<file path="src/rtl/multicycle_load_sequencer.sv">
// Control FSM for the multi-cycle MIPS datapath: registered load strobes,
// memory handshake and datapath mux selects, one phase per state.
// Optional feature macro: SEQ_INSTR_CNT_EN adds a 32-bit retired-instruction counter.
module multicycle_load_sequencer #(
    parameter int unsigned MEM_TIMEOUT = 15
) (
    input  logic        clk,
    input  logic        rst,
    input  logic [5:0]  opcode,
    input  logic        alu_zero,
    input  logic        mem_ack,
    output logic        mem_req,
    output logic        mem_we,
    output logic        addr_sel,
    output logic        load_pc,
    output logic        load_npc,
    output logic        load_ir,
    output logic        load_a,
    output logic        load_b,
    output logic        load_imm,
    output logic        load_alu,
    output logic        load_lmd,
    output logic [1:0]  pc_sel,
    output logic [1:0]  alu_op,
    output logic        alu_src_b,
    output logic        reg_write,
    output logic        reg_dst,
    output logic        wb_sel,
    output logic        halted,
    output logic        error,
    output logic [2:0]  state
`ifdef SEQ_INSTR_CNT_EN
    ,
    output logic [31:0] instr_count
`endif
);

    localparam int unsigned WAIT_W = 8;

    localparam logic [5:0] OP_R    = 6'h00;
    localparam logic [5:0] OP_J    = 6'h02;
    localparam logic [5:0] OP_BEQ  = 6'h04;
    localparam logic [5:0] OP_ADDI = 6'h08;
    localparam logic [5:0] OP_LW   = 6'h23;
    localparam logic [5:0] OP_SW   = 6'h2B;
    localparam logic [5:0] OP_HALT = 6'h3F;

    localparam logic [1:0] PC_NPC = 2'b00;
    localparam logic [1:0] PC_BR  = 2'b01;
    localparam logic [1:0] PC_JMP = 2'b10;

    typedef enum logic [2:0] {
        S_IDLE   = 3'd0,
        S_FETCH  = 3'd1,
        S_DECODE = 3'd2,
        S_EXEC   = 3'd3,
        S_MEM    = 3'd4,
        S_WB     = 3'd5,
        S_HALT   = 3'd7
    } state_t;

    typedef struct packed {
        logic       mem_req;
        logic       mem_we;
        logic       addr_sel;
        logic       load_pc;
        logic       load_npc;
        logic       load_ir;
        logic       load_a;
        logic       load_b;
        logic       load_imm;
        logic       load_alu;
        logic       load_lmd;
        logic [1:0] pc_sel;
        logic [1:0] alu_op;
        logic       alu_src_b;
        logic       reg_write;
        logic       reg_dst;
        logic       wb_sel;
        logic       halted;
        logic       error;
    } ctl_t;

    state_t              cur_state, nxt_state;
    logic [WAIT_W-1:0]   wait_cnt, wait_nxt;
    ctl_t                ctl, ctl_nxt;
    logic [1:0]          alu_op_c;
    logic                alu_src_b_c;
    logic                timeout_c;

    // Controls for entering FETCH: PC load with its source, next request raised.
    function automatic ctl_t fetch_ctl(input logic [1:0] sel);
        ctl_t c;
        c         = '0;
        c.load_pc = 1'b1;
        c.pc_sel  = sel;
        c.mem_req = 1'b1;
        return c;
    endfunction

    // ALU control decode for the instruction held in IR.
    always_comb begin
        alu_op_c    = 2'b00;
        alu_src_b_c = 1'b0;
        case (opcode)
            OP_R:                 begin alu_op_c = 2'b10; alu_src_b_c = 1'b0; end
            OP_ADDI, OP_LW, OP_SW: begin alu_op_c = 2'b00; alu_src_b_c = 1'b1; end
            OP_BEQ:               begin alu_op_c = 2'b01; alu_src_b_c = 1'b0; end
            default:              begin alu_op_c = 2'b00; alu_src_b_c = 1'b0; end
        endcase
    end

    assign timeout_c = (wait_cnt == WAIT_W'(MEM_TIMEOUT - 1));

    // Next state and next-cycle output values; strobes only on state entry.
    always_comb begin
        nxt_state = cur_state;
        wait_nxt  = wait_cnt;
        ctl_nxt   = '0;
        case (cur_state)
            S_IDLE: begin
                nxt_state       = S_FETCH;
                wait_nxt        = '0;
                ctl_nxt.mem_req = 1'b1;
            end
            S_FETCH: begin
                if (mem_ack) begin
                    nxt_state        = S_DECODE;
                    wait_nxt         = '0;
                    ctl_nxt.load_ir  = 1'b1;
                    ctl_nxt.load_npc = 1'b1;
                end else if (timeout_c) begin
                    nxt_state      = S_HALT;
                    wait_nxt       = '0;
                    ctl_nxt.halted = 1'b1;
                    ctl_nxt.error  = 1'b1;
                end else begin
                    wait_nxt        = wait_cnt + WAIT_W'(1);
                    ctl_nxt.mem_req = 1'b1;
                end
            end
            S_DECODE: begin
                case (opcode)
                    OP_HALT: begin
                        nxt_state      = S_HALT;
                        ctl_nxt.halted = 1'b1;
                    end
                    OP_J: begin
                        nxt_state = S_FETCH;
                        wait_nxt  = '0;
                        ctl_nxt   = fetch_ctl(PC_JMP);
                    end
                    OP_R, OP_ADDI, OP_LW, OP_SW, OP_BEQ: begin
                        nxt_state         = S_EXEC;
                        ctl_nxt.load_a    = 1'b1;
                        ctl_nxt.load_b    = 1'b1;
                        ctl_nxt.load_imm  = 1'b1;
                        ctl_nxt.alu_op    = alu_op_c;
                        ctl_nxt.alu_src_b = alu_src_b_c;
                    end
                    default: begin
                        nxt_state = S_FETCH;
                        wait_nxt  = '0;
                        ctl_nxt   = fetch_ctl(PC_NPC);
                    end
                endcase
            end
            S_EXEC: begin
                if (opcode == OP_BEQ) begin
                    nxt_state = S_FETCH;
                    wait_nxt  = '0;
                    ctl_nxt   = fetch_ctl(alu_zero ? PC_BR : PC_NPC);
                end else if (opcode == OP_LW || opcode == OP_SW) begin
                    // ALU controls stay stable while load_alu clocks ALUOut.
                    nxt_state         = S_MEM;
                    wait_nxt          = '0;
                    ctl_nxt.load_alu  = 1'b1;
                    ctl_nxt.mem_req   = 1'b1;
                    ctl_nxt.addr_sel  = 1'b1;
                    ctl_nxt.mem_we    = (opcode == OP_SW);
                    ctl_nxt.alu_op    = ctl.alu_op;
                    ctl_nxt.alu_src_b = ctl.alu_src_b;
                end else if (opcode == OP_R || opcode == OP_ADDI) begin
                    nxt_state         = S_WB;
                    ctl_nxt.load_alu  = 1'b1;
                    ctl_nxt.reg_write = 1'b1;
                    ctl_nxt.reg_dst   = (opcode == OP_R);
                    ctl_nxt.alu_op    = ctl.alu_op;
                    ctl_nxt.alu_src_b = ctl.alu_src_b;
                end else begin
                    nxt_state = S_FETCH;
                    wait_nxt  = '0;
                    ctl_nxt   = fetch_ctl(PC_NPC);
                end
            end
            S_MEM: begin
                if (mem_ack) begin
                    wait_nxt = '0;
                    if (opcode == OP_LW) begin
                        nxt_state         = S_WB;
                        ctl_nxt.load_lmd  = 1'b1;
                        ctl_nxt.reg_write = 1'b1;
                        ctl_nxt.wb_sel    = 1'b1;
                        ctl_nxt.alu_op    = ctl.alu_op;
                        ctl_nxt.alu_src_b = ctl.alu_src_b;
                    end else begin
                        nxt_state = S_FETCH;
                        ctl_nxt   = fetch_ctl(PC_NPC);
                    end
                end else if (timeout_c) begin
                    nxt_state      = S_HALT;
                    wait_nxt       = '0;
                    ctl_nxt.halted = 1'b1;
                    ctl_nxt.error  = 1'b1;
                end else begin
                    wait_nxt          = wait_cnt + WAIT_W'(1);
                    ctl_nxt.mem_req   = 1'b1;
                    ctl_nxt.addr_sel  = 1'b1;
                    ctl_nxt.mem_we    = ctl.mem_we;
                    ctl_nxt.alu_op    = ctl.alu_op;
                    ctl_nxt.alu_src_b = ctl.alu_src_b;
                end
            end
            S_WB: begin
                nxt_state = S_FETCH;
                wait_nxt  = '0;
                ctl_nxt   = fetch_ctl(PC_NPC);
            end
            S_HALT: begin
                nxt_state      = S_HALT;
                ctl_nxt.halted = 1'b1;
                ctl_nxt.error  = ctl.error;
            end
            default: begin
                nxt_state = S_IDLE;
                wait_nxt  = '0;
            end
        endcase
    end

    // State, wait counter and all outputs are flops.
    always_ff @(posedge clk or negedge rst) begin
        if (!rst) begin
            cur_state <= S_IDLE;
            wait_cnt  <= '0;
            ctl       <= '0;
        end else begin
            cur_state <= nxt_state;
            wait_cnt  <= wait_nxt;
            ctl       <= ctl_nxt;
        end
    end

`ifdef SEQ_INSTR_CNT_EN
    // Counts instructions retired back into FETCH; IDLE start and HALT excluded.
    always_ff @(posedge clk or negedge rst) begin
        if (!rst) begin
            instr_count <= '0;
        end else if (nxt_state == S_FETCH &&
                     (cur_state == S_DECODE || cur_state == S_EXEC ||
                      cur_state == S_MEM    || cur_state == S_WB)) begin
            instr_count <= instr_count + 32'd1;
        end
    end
`endif

    assign mem_req   = ctl.mem_req;
    assign mem_we    = ctl.mem_we;
    assign addr_sel  = ctl.addr_sel;
    assign load_pc   = ctl.load_pc;
    assign load_npc  = ctl.load_npc;
    assign load_ir   = ctl.load_ir;
    assign load_a    = ctl.load_a;
    assign load_b    = ctl.load_b;
    assign load_imm  = ctl.load_imm;
    assign load_alu  = ctl.load_alu;
    assign load_lmd  = ctl.load_lmd;
    assign pc_sel    = ctl.pc_sel;
    assign alu_op    = ctl.alu_op;
    assign alu_src_b = ctl.alu_src_b;
    assign reg_write = ctl.reg_write;
    assign reg_dst   = ctl.reg_dst;
    assign wb_sel    = ctl.wb_sel;
    assign halted    = ctl.halted;
    assign error     = ctl.error;
    assign state     = cur_state;

endmodule

</file>
<file path="config.mk">
export PLATFORM = sky130hd
export DESIGN_NAME = multicycle_load_sequencer
export DESIGN_NICKNAME = d
export VERILOG_FILES = /design/src/rtl/multicycle_load_sequencer.sv
export SDC_FILE = /design/constraint.sdc
export NUM_CORES = 1
export LEC_CHECK = 0
export BUFFER_PORTS_ARGS = -buffer_cell sky130_fd_sc_hd__buf_2
export CAP_MARGIN = 20
export CORE_ASPECT_RATIO = 2
export CORE_MARGIN = 2
export CORE_UTILIZATION = 49
export CTS_CLUSTER_DIAMETER = 40
export CTS_CLUSTER_SIZE = 12
export DETAILED_ROUTE_END_ITERATION = 8
export GPL_TIMING_DRIVEN = 0
export PLACE_DENSITY = 0.73
export SETUP_SLACK_MARGIN = 0.1
export SLEW_MARGIN = 20
export SYNTH_ARGS = -nofsm -noshare
export SYNTH_HDL_FRONTEND = slang
export SYNTH_SLANG_ARGS = --single-unit
</file>
<file path="constraint.sdc">
create_clock -name clk -period 1.7 [get_ports clk]
set_input_delay 0.085 -clock clk [delete_from_list [all_inputs] [get_ports clk]]
set_output_delay 0.085 -clock clk [all_outputs]
set_load 0.03 [all_outputs]
</file>
Word level (Yosys, flattened, before mapping)
Index checks and enable logic that the tools add are counted.
{"block": "classes", "add_sub_neg": 1, "n_eq_ne": 19, "muxes": 52, "bitwise_logic": 1, "reduce_logical": 11}
{"operator": "$mux 3", "count": 16}
{"operator": "$mux 8", "count": 6}
{"operator": "$pmux 13 s3", "count": 1}
{"operator": "$pmux 8 s4", "count": 1}
{"operator": "$mux 21", "count": 1}
{"operator": "$mux 10", "count": 2}
{"operator": "$eq 6x6->1 const B", "count": 3}
{"operator": "$pmux 3 s6", "count": 1}
{"operator": "$pmux 2 s4", "count": 2}
{"operator": "$mux 6", "count": 2}
{"operator": "$ne 3x3->1 const B", "count": 4}
{"operator": "$pmux 3 s4", "count": 1}
{"operator": "$mux 5", "count": 2}
{"operator": "$eq 3x3->1 const B", "count": 3}
{"operator": "$mux 9", "count": 1}
{"operator": "$add 8x1->8 const B", "count": 1}
{"operator": "$eq 8x4->1 const B", "count": 1}
{"operator": "$mux 1", "count": 8}
{"operator": "$mux 2", "count": 4}
{"operator": "$eq 3x2->1 const B", "count": 2}
{"operator": "$eq 6x2->1 const B", "count": 1}
{"operator": "$eq 6x3->1 const B", "count": 1}
{"operator": "$eq 6x4->1 const B", "count": 1}
{"operator": "$logic_not 6->1", "count": 1}
{"operator": "16 further kinds", "count": 18}
{"block": "totals", "register_bits": 32, "in_bits": 10, "output_inout_bits": 24, "wordCells": 105}

Depth between registers and ports, before layout
Gate-level depths: netlist (run 1).
{"block": "depth", "ltp_word": 6, "mapped_depth": 7, "depth_no_buf": 6}

Least setup slack after synthesis (run 1)
No wires, ideal clock.
{"block": "synth_path", "path_kind": "reg-to-reg", "start": "register cur_state[0], in the netlist state[0]", "end": "register cur_state[2], in the netlist state[2]", "setup_time_ps": 94, "arrival_ps": 1600, "required_ps": 1606, "setup_slack_ps": 6, "stages_incl_launch_ff": 6, "n_path_buf": 1, "synth_period_minus_slack_ps": 1694, "path_cell_list": "dfrtp_1 -> buf_6 -> or3b_4 -> nor4_1 -> o32ai_1 -> a221oi_2"}
{"block": "synth_between", "elab_chain_cells": 3, "word_cells_on_any_way": 9, "classes_between": "6 x eq/ne; 1 x mux; 2 x reduce/logical"}
{"element": "start: declaration", "line_no": "84", "source": "state_t cur_state, nxt_state;"}
{"element": "start signal: assignment", "line_no": "248", "source": "cur_state <= nxt_state;"}
{"element": "$eq 3x3->1 / $logic_not 3->1 (equally long branches)", "line_no": "120", "source": "case (cur_state)"}
{"element": "$reduce_or 2->1 (no line)"}
{"element": "$pmux 3 s6 (*)", "line_no": "120"}
{"element": "net nxt_state[2]", "line_no": "84"}
Mark *: on every way through the listed nets, which the timed path passes. The rest lies on a longest branch.
A chain may end at the register's enable or synchronous reset.

Worst setup path in the final report (run 1)
{"block": "layout_path", "start": "register wait_cnt[1]", "end": "register wait_cnt[5]"}
{"block": "layout_between", "elab_chain_cells": 4, "word_cells_on_any_way": 5, "classes_between": "1 x add/sub; 1 x eq/ne; 3 x mux"}
{"element": "start: declaration", "line_no": "85", "source": "logic [WAIT_W-1:0] wait_cnt, wait_nxt;"}
{"element": "start signal: assignment", "line_no": "249", "source": "wait_cnt <= wait_nxt;"}
{"element": "$add 8x1->8 / $eq 8x4->1 (equally long branches)", "line_no": "138, 216, 113"}
{"element": "$mux 8 (*)", "line_no": "132, 210"}
{"element": "$mux 8 (*)", "line_no": "197", "source": "if (mem_ack) begin"}
{"element": "$pmux 8 s4 (*)", "line_no": "120"}
Mark *: on every way between the ends. The rest lies on a longest branch, timed or not.

==> metrics, run 1 <==
status finished, violations left; violated checks setup timing; worst path arrival time 1.91 ns; EDFF count, synth 0; DP Worst Slack -0.0515 ns; final setup TNS -0.00664 ns; # DRC 0; Detailed Route Iter0 Violations 63; Clk Latency, worst-skew pair 0.28 ns; syn avg cell area about 9.6 um^2; area post-placement ~0.0018 mm^2; final setup fails 3; # H-tree levels 1; Setup CP Type reg -> reg; gpl congestion between 0.9 and 1; die height approximately 85 um; multi-input logic area roughly 930 um^2; Starting Density 50.7%; DP HPWL 3030 um; post-route ant nets 0; Comb pwr share between 50% and 60%; Critical Path Start Type register; I/O Pins 34; Sw Ratio 41.1%; area grow syn2layout 36.5%; fin crit share 100%; Rel. slew slack about three fifths; Clock Sinks 28; number of global-route vias before repair between 1,500 and 2,000; fillcell total about 230; Peak VDD IR between 0.9 and 1 mV; Clock transition at path regs ~0.10 ns; Die Wd approximately 44 um; register area ~700 um^2; gr usage total between 20 and 25%; TritonCTS clock tree yes; Ant. Diodes 0; Max Cap Violations 0; row count 29; final WL roughly 4600 um; Root Buffer clkbuf_8; initial antenna violation count 0; clock skew 0.00539 ns; total power between 2 and 3 mW; TritonCTS Buffers 3; largest net degree at the start of global routing 29; post-synthesis sequential area ratio around 44%; Seq pwr share 29.7%; CP Capture Type register; register bit total from synthesis 28; Distinct cells, synth 50; FFs w/ async S/R, synth 100%; final core utilization about 70%; required time worst endpoint 1.90 ns; port bufs 31; Slew Limit Fails 0; Post-Synthesis Cell Area between 0.0015 and 0.002 mm^2; net count after synthesis 180; LEAKAGE about 0.97 nW; vias per inst around 6.2; RSZ-0062 raised after global routing yes; share of cells above drive strength 1 between 40% and 50%; drt wl/cell around 18 um; clock buffer depth 2; DR vias 1,554; Clock power frac about a fifth; Yosys warnings 0; core area about 0.0032 mm^2; drt pass-1 iters 4; Peak Freq 0.587 GHz; Syn Inst Count about 170; Final Instance Area 0.00218 mm^2; Slew @ Worst Pin between 0.6 and 0.7 ns; Hold WC Path Type in -> reg; Int Pwr about 1.7 mW; total die area approximately 0.0038 mm^2; ys flop type dfrtp_1; Layout Nets 233; final period demand of the worst path approximately 1.7 ns; PwrDens around 1300 mW/mm^2; grt total ovfl 0; global-route wire length before repair roughly 7000 um; Worst Setup Slack, final -0.00444 ns; Hold Vio Cnt, Final 0; Net Sw Power approximately 1.2 mW; worst-path fanout max 5
==> routing by layer <==
| metal | routed length (um) | up-vias | part of all wire (%) | GRT usage (%) |
|---|---|---|---|---|
| met3 | 210 | 26 | 4.6 | 1.51 |
| met2 | 2620 | 74 | 58 | 46.4 |
| met1 | 1540 | 742 | 34 | 25.4 |
| met5 | 0 | - | 0 | 0 |
| li1 | - | 712 | - | - |
| met4 | 185 | 0 | 4.1 | 10.7 |
==> worst paths after layout <==
path | end | slack (ns) | from | depth (start not counted)
min in group asynchronous | load_alu$_DFF_PN0_ | 0.34 | rst | 2
min reg2reg | alu_op[1]$_DFFE_PN0P_ | 0.50 | alu_op[1]$_DFFE_PN0P_ | 1
max reg2reg | wait_cnt[5]$_DFFE_PN0P_ | -0.004 | wait_cnt[1]$_DFFE_PN0P_ | 7
min | pc_sel[1]$_DFF_PN0_ | 0.04 | opcode[0] | 2
max | wait_cnt[5]$_DFFE_PN0P_ | -0.004 | wait_cnt[1]$_DFFE_PN0P_ | 7
max in group asynchronous | state[0]$_DFF_PN0_ | 0.91 | rst | 2
==> through the flow <==
stage / hold slack [ns] / cells
after CTS: 0.0320 / 239
after detailed placement: 0.138 / 229
after floorplan: -0.211 / 167
final: 0.0407 / 250
after global placement: 0.125 / 229
after global routing: 0.0529 / 250
==> logic make-up (layout without fill, tap and decap cells) <==
kind of cell | count (synthesis) | in the layout | synth area share, %
and+or+nand+nor | 68 | 68 | 23.2
AOI/OAI and AO/OA | 41 | 41 | 21.1
DFF | 28 | 28 | 43.8
buffers and inverters | 24 | 76 | 7.82
adders and majority gates | 3 | 3 | 2.35
xor gates and xnor gates | 2 | 2 | 1.10
muxes | 1 | 1 | 0.626
==> synthesized netlist by cell type, types with 2 or more instances <==
master,n,share of area (%)
dfrtp_1,28,44
nand2_1,16,3.8
inv_1,12,2.8
nor2_1,12,2.8
or3_1,9,3.5
nand3_1,6,1.9
o221ai_1,6,3.3
a21oi_1,5,1.6
buf_4,5,2.3
nor3_1,5,1.6
a21o_1,3,1.4
a31oi_1,3,1.2
a32o_1,3,1.9
clkbuf_1,3,0.70
ha_1,3,2.3
nand2b_1,3,1.2
nor4_1,3,1.2
o21ai_0,3,0.94
o2bb2ai_1,3,1.6
buf_6,2,1.4
nand4b_1,2,1.1
o2111ai_2,2,1.9
o21a_1,2,0.94
xor2_1,2,1.1
==> cell usage in the layout, fill, tap and decap left out, drive strengths merged, types with 2 or more instances in the layout <==
cell         instances
o2bb2ai              3
nor3                 6
o21ai                4
ha                   3
o32ai                2
inv                 12
clkbuf               6
a32o                 3
dfrtp               28
o21a                 2
nor4                 3
nand2b               3
nand2               16
nor2                12
xor2                 2
a21oi                5
o221ai               6
a31oi                3
o2111ai              2
buf                 55
or3                 10
or3b                 2
a21o                 3
or2                  2
nand3                6
dlygate4sd3          2
nand4b               2
a221oi               2
==> power by group through the flow <==
stage | Clock (mW) | Combinational, mW | Sequential (mW)
CTS | 0.537 | 1.16 | 0.830
floorplan | 0 | 0.673 | 0.984
global route | 0.563 | 1.56 | 0.848
finish | 0.536 | 1.45 | 0.839
global placement | 0 | 1.06 | 0.843
detailed placement | 0 | 1.09 | 0.850
==> worst max-delay path, cell delays in order, from the launching register on <==
cell and delay [ns]:
dfrtp_1 0.42, ha_2 0.18, nand4b_1 0.13, buf_4 0.15, o2111ai_4 0.15, buf_6 0.18
or3_1 0.35, o221ai_2 0.07
==> registers in the layout (all words and copies together), names as in the netlist, 2 cells and up <==
name	cells
wait_cnt	8
alu_op	2
pc_sel	2
state	3
==> repair_timing <==
item                                    CTS  global route
pin swaps                                 2            11
endpoints found under the hold margin    29             0
gates resized for setup                   7            29
endpoints found under the setup margin   20            20
hold buffers                              2             0
cloned                                    0             2
setup buffers                             4             9
==> area by class of cell <==
class / count / share of cell area, %
tap: 31 / 1.78
timing repair buffer: 48 / 13.9
inverter: 12 / 2.06
clock buffer: 3 / 1.89
buffer: 12 / 4.24
clock inverter: 1 / 1.38
multi-input combinational: 115 / 42.5
sequential: 28 / 32.2
Power figures use the tool's default switching activity.
==> run 2, diff against run 1 <==
--- a/config.mk
+++ b/config.mk
@@ -5,6 +5,7 @@
 export SDC_FILE = /design/constraint.sdc
 export NUM_CORES = 1
 export LEC_CHECK = 0
+export ABC_AREA = 1
 export BUFFER_PORTS_ARGS = -buffer_cell sky130_fd_sc_hd__buf_2
 export CAP_MARGIN = 20
 export CORE_ASPECT_RATIO = 2
==> run 2 against run 1 <==
  * The flow now finishes without violations
  * Combinational power fell by 51%
  * Core utilization fell by 6.9 points
  * Setup slack improved by 0.20 ns
  * Clock power fell by 0.9%
  * Clock skew is 0.0077 ns higher
  * Die area shrank 3.9%
  * Count of clock-buffer cells in the layout unchanged
  * Largest cell class unchanged
  * Via count down 11%
  * Sequential share of layout area rose by 5.6 points
  * Non-clock buffer count decreased by 20
  * Critical endpoint is now wait_cnt[7]$_DFFE_PN0P_
==> metrics, run 2 <==
Slew @ Worst Pin 0.644 ns (was 0.621 ns); R2R setup slack 0.20 ns (was -0.004 ns); global-route wire length before repair 6130 um (was 6990 um); drt pass-1 iters 4 (unchanged); Clk Latency, worst-skew pair 0.29 ns (was 0.28 ns); adder-cell share of the synthesized area 2.45% (was 2.35%); Post-synth top cells nand2_1 (58), dfrtp_1 (28), nor2_1 (19), inv_1 (18), nand3_1 (17) (was dfrtp_1 (28), nand2_1 (16), inv_1 (12), nor2_1 (12), or3_1 (9)); required time worst endpoint 1.92 ns (was 1.90 ns); Slew Limit Fails 0 (unchanged); # DRC 0 (unchanged); Clock Sinks 28 (unchanged); Worst Setup Slack, final 0.197 ns (was -0.00444 ns); final setup TNS 0 ns (was -0.00664 ns); Max Cap Violations 0 (unchanged); crit path launch wait_cnt[0]$_DFFE_PN0P_ (was wait_cnt[1]$_DFFE_PN0P_); Yosys warnings 0 (unchanged); Distinct cells, synth 28 (was 50); I/O Pins 34 (unchanged); commonest non-fill, non-tap cell in the layout nand2_1 (was buf_2); main area contributors after synthesis dfrtp_1 (46%), nand2_1 (14%), nand3_1 (5.6%) (was dfrtp_1 (44%), nand2_1 (3.8%), or3_1 (3.5%)); Die Wd 43.5 um (was 44.4 um); FF-to-FF path depth 9 (was 7); Worst R2R End wait_cnt[7]$_DFFE_PN0P_ (was wait_cnt[5]$_DFFE_PN0P_); final setup fails 0 (was 3); status finished clean (was finished, violations left); core area 0.00298 mm^2 (was 0.00316 mm^2); die height 83.1 um (was 84.8 um); TritonCTS Buffers 3 (unchanged); vias per inst 5.20 (was 6.22); RR Startpoint wait_cnt[0]$_DFFE_PN0P_ (was wait_cnt[1]$_DFFE_PN0P_); TritonCTS clock tree yes (unchanged); Synth Area in Compound Gates 7.76% (was 21.1%); register bit total from synthesis 28 (unchanged); CP endpoint wait_cnt[7]$_DFFE_PN0P_ (was wait_cnt[5]$_DFFE_PN0P_); Rel. slew slack 57.1% (was 58.6%); Post-Synthesis Cell Area 0.00153 mm^2 (was 0.00160 mm^2); RSZ-0062 raised after global routing no (was yes); Net Sw Power 0.774 mW (was 1.16 mW); final WL 3550 um (was 4560 um); # H-tree levels 1 (unchanged); final period demand of the worst path 1.50 ns (was 1.70 ns); Root Buffer clkbuf_8 (unchanged); Hold WC Path Type in -> reg (unchanged); Post-Synth XOR/XNOR Area 0.572% (was 1.10%); worst-path fanout max 8 (was 5); fin crit share 88.4% (was 100%); ys flop type dfrtp_1 (unchanged); Clock transition at path regs 0.10 ns (about the same); post-route ant nets 0 (unchanged); clock skew 0.0131 ns (was 0.00539 ns); PwrDens 1100 mW/mm^2 (was 1300 mW/mm^2); gpl congestion 0.863 (was 0.929); gr usage total 22.3% (was 24.4%); Yosys top cell by area dfrtp_1 (unchanged); initial antenna violation count 0 (unchanged); net count after synthesis 209 (was 180); area grow syn2layout 21.0% (was 36.5%); DR vias 1,382 (was 1,554); Clock power frac 26.0% (was 19.0%); Layout Nets 250 (was 233); largest net degree at the start of global routing 29 (unchanged); post-synthesis sequential area ratio 45.8% (was 43.8%); post-synthesis mux area share 0% (was 0.626%); Peak VDD IR 0.597 mV (was 0.991 mV); row count 28 (was 29); Int Pwr 1.27 mW (was 1.67 mW); most frequent cells in the layout nand2_1 (56), buf_2 (33), dfrtp_1 (28) (was buf_2 (33), dfrtp_1 (26), nand2_1 (15)); CP Capture Type register (unchanged); grt total ovfl 0 (unchanged); Simple-Gate Fraction of Synth Area 34.9% (was 23.2%); Sw Ratio 37.9% (was 41.1%); Critical Path Start Type register (unchanged); post-synth top area share 45.8% (was 43.8%); drt wl/cell 13.4 um (was 18.2 um); Hold Vio Cnt, Final 0 (unchanged); LEAKAGE 1.08 nW (was 0.973 nW); Starting Density 51.4% (was 50.7%); DP Worst Slack 0.177 ns (was -0.0515 ns); most common cell in the netlist nand2_1 (was dfrtp_1); EDFF count, synth 0 (unchanged); Detailed Route Iter0 Violations 32 (was 63); register with the most flip-flops wait_cnt (unchanged); syn avg cell area 7.81 um^2 (was 9.58 um^2); max FFs per register 8 (unchanged); DP HPWL 2820 um (was 3030 um); port bufs 33 (was 31); clock buffer depth 2 (unchanged); number of global-route vias before repair 1,404 (was 1,550); Seq pwr share 39.4% (was 29.7%); worst path arrival time 1.72 ns (was 1.91 ns); Peak Freq 0.666 GHz (was 0.587 GHz); total die area 0.00362 mm^2 (was 0.00376 mm^2); FFs w/ async S/R, synth 100% (unchanged); Syn Inst Count 196 (was 167); Comb pwr share 34.6% (was 51.4%); share of cells above drive strength 1 30.5% (was 40.2%); Setup CP Type reg -> reg (unchanged); largest family of logic cells by synthesized area simple AND/OR/NAND/NOR gates (unchanged); Ant. Diodes 0 (unchanged)
==> run 2: cell families after synthesis <==
| family | count (synthesis) |
|---|---|
| xor+xnor | 1 |
| flops | 28 |
| buf+inv | 31 |
| compound gates | 19 |
| simple gates | 114 |
| fa+ha+maj | 3 |
==> run 2: metal layers <==
| layer | track usage [%] | vias up | wire (um) |
|---|---|---|---|
| met2 | 40.6 | 28 | 2100 |
| met5 | 0 | - | 0 |
| li1 | - | 702 | - |
| met3 | 3.26 | 10 | 89 |
| met4 | 10.7 | 0 | 105 |
| met1 | 23.4 | 642 | 1260 |
==> run 2: final cells by class <==
| type | count | area, um^2 |
|---|---|---|
| clock buffer | 3 | 41.3 |
| timing repair buffer | 36 | 190 |
| tap | 30 | 37.5 |
| fill | 284 | 1120 |
| inverter | 27 | 101 |
| clock inverter | 1 | 30.0 |
| sequential | 28 | 701 |
| buffer | 4 | 30.0 |
| multi-input combinational | 137 | 722 |
==> run 2: power by group through the flow <==
| stage | logic (mW) | clock network [mW] | registers (mW) |
|---|---|---|---|
| finish | 0.705 | 0.531 | 0.803 |
| global route | 0.777 | 0.559 | 0.811 |
| CTS | 0.686 | 0.539 | 0.802 |
| detailed placement | 0.680 | 0 | 0.815 |
| global placement | 0.670 | 0 | 0.814 |
| floorplan | 0.390 | 0 | 0.913 |
==> run 2: worst min-delay path by stage <==
stage	from	to	slack, ns	depth (start not counted)
after floorplan	rst	addr_sel$_DFF_PN0_	-0.21	0
after global placement	rst	wait_cnt[7]$_DFFE_PN0P_	0.14	1
after detailed placement	rst	load_ir$_DFF_PN0_	0.14	1
after CTS	alu_zero	pc_sel[0]$_DFF_PN0_	0.01	3
after global routing	alu_zero	pc_sel[0]$_DFF_PN0_	0.03	3
final	alu_zero	pc_sel[0]$_DFF_PN0_	0.008	3
==> run 2: critical path, stage by stage, from the launching register on <==
cell and delay, ns:
dfrtp_1 0.40, inv_2 0.05, ha_1 0.19, nand2_1 0.08
nor2_2 0.04, nand2_2 0.15, nand2_4 0.08, a21oi_4 0.25
nand3_2 0.11, nand2_1 0.07
==> run 2: through the flow <==
| step | instance area (um^2) | power, mW | hold slack (ns) | utilization (%) | std cells |
|---|---|---|---|---|---|
| detailed placement | 1730 | 1.49 | 0.142 | 58.2 | 259 |
| global route | 1850 | 2.15 | 0.0314 | 62.2 | 266 |
| finish | 1850 | 2.04 | 0.00835 | 62.2 | 266 |
| CTS | 1820 | 2.03 | 0.0111 | 61.0 | 264 |
| global placement | 1730 | 1.48 | 0.139 | 58.2 | 259 |
| floorplan | 1530 | 1.30 | -0.211 | - | 196 |
==> run 2: timing repair <==
action,4_1_cts,5_1_grt
endpoints found under the hold margin,28,0
setup buffers,0,2
hold buffers,1,0
gates resized for setup,0,8
endpoints found under the setup margin,0,14
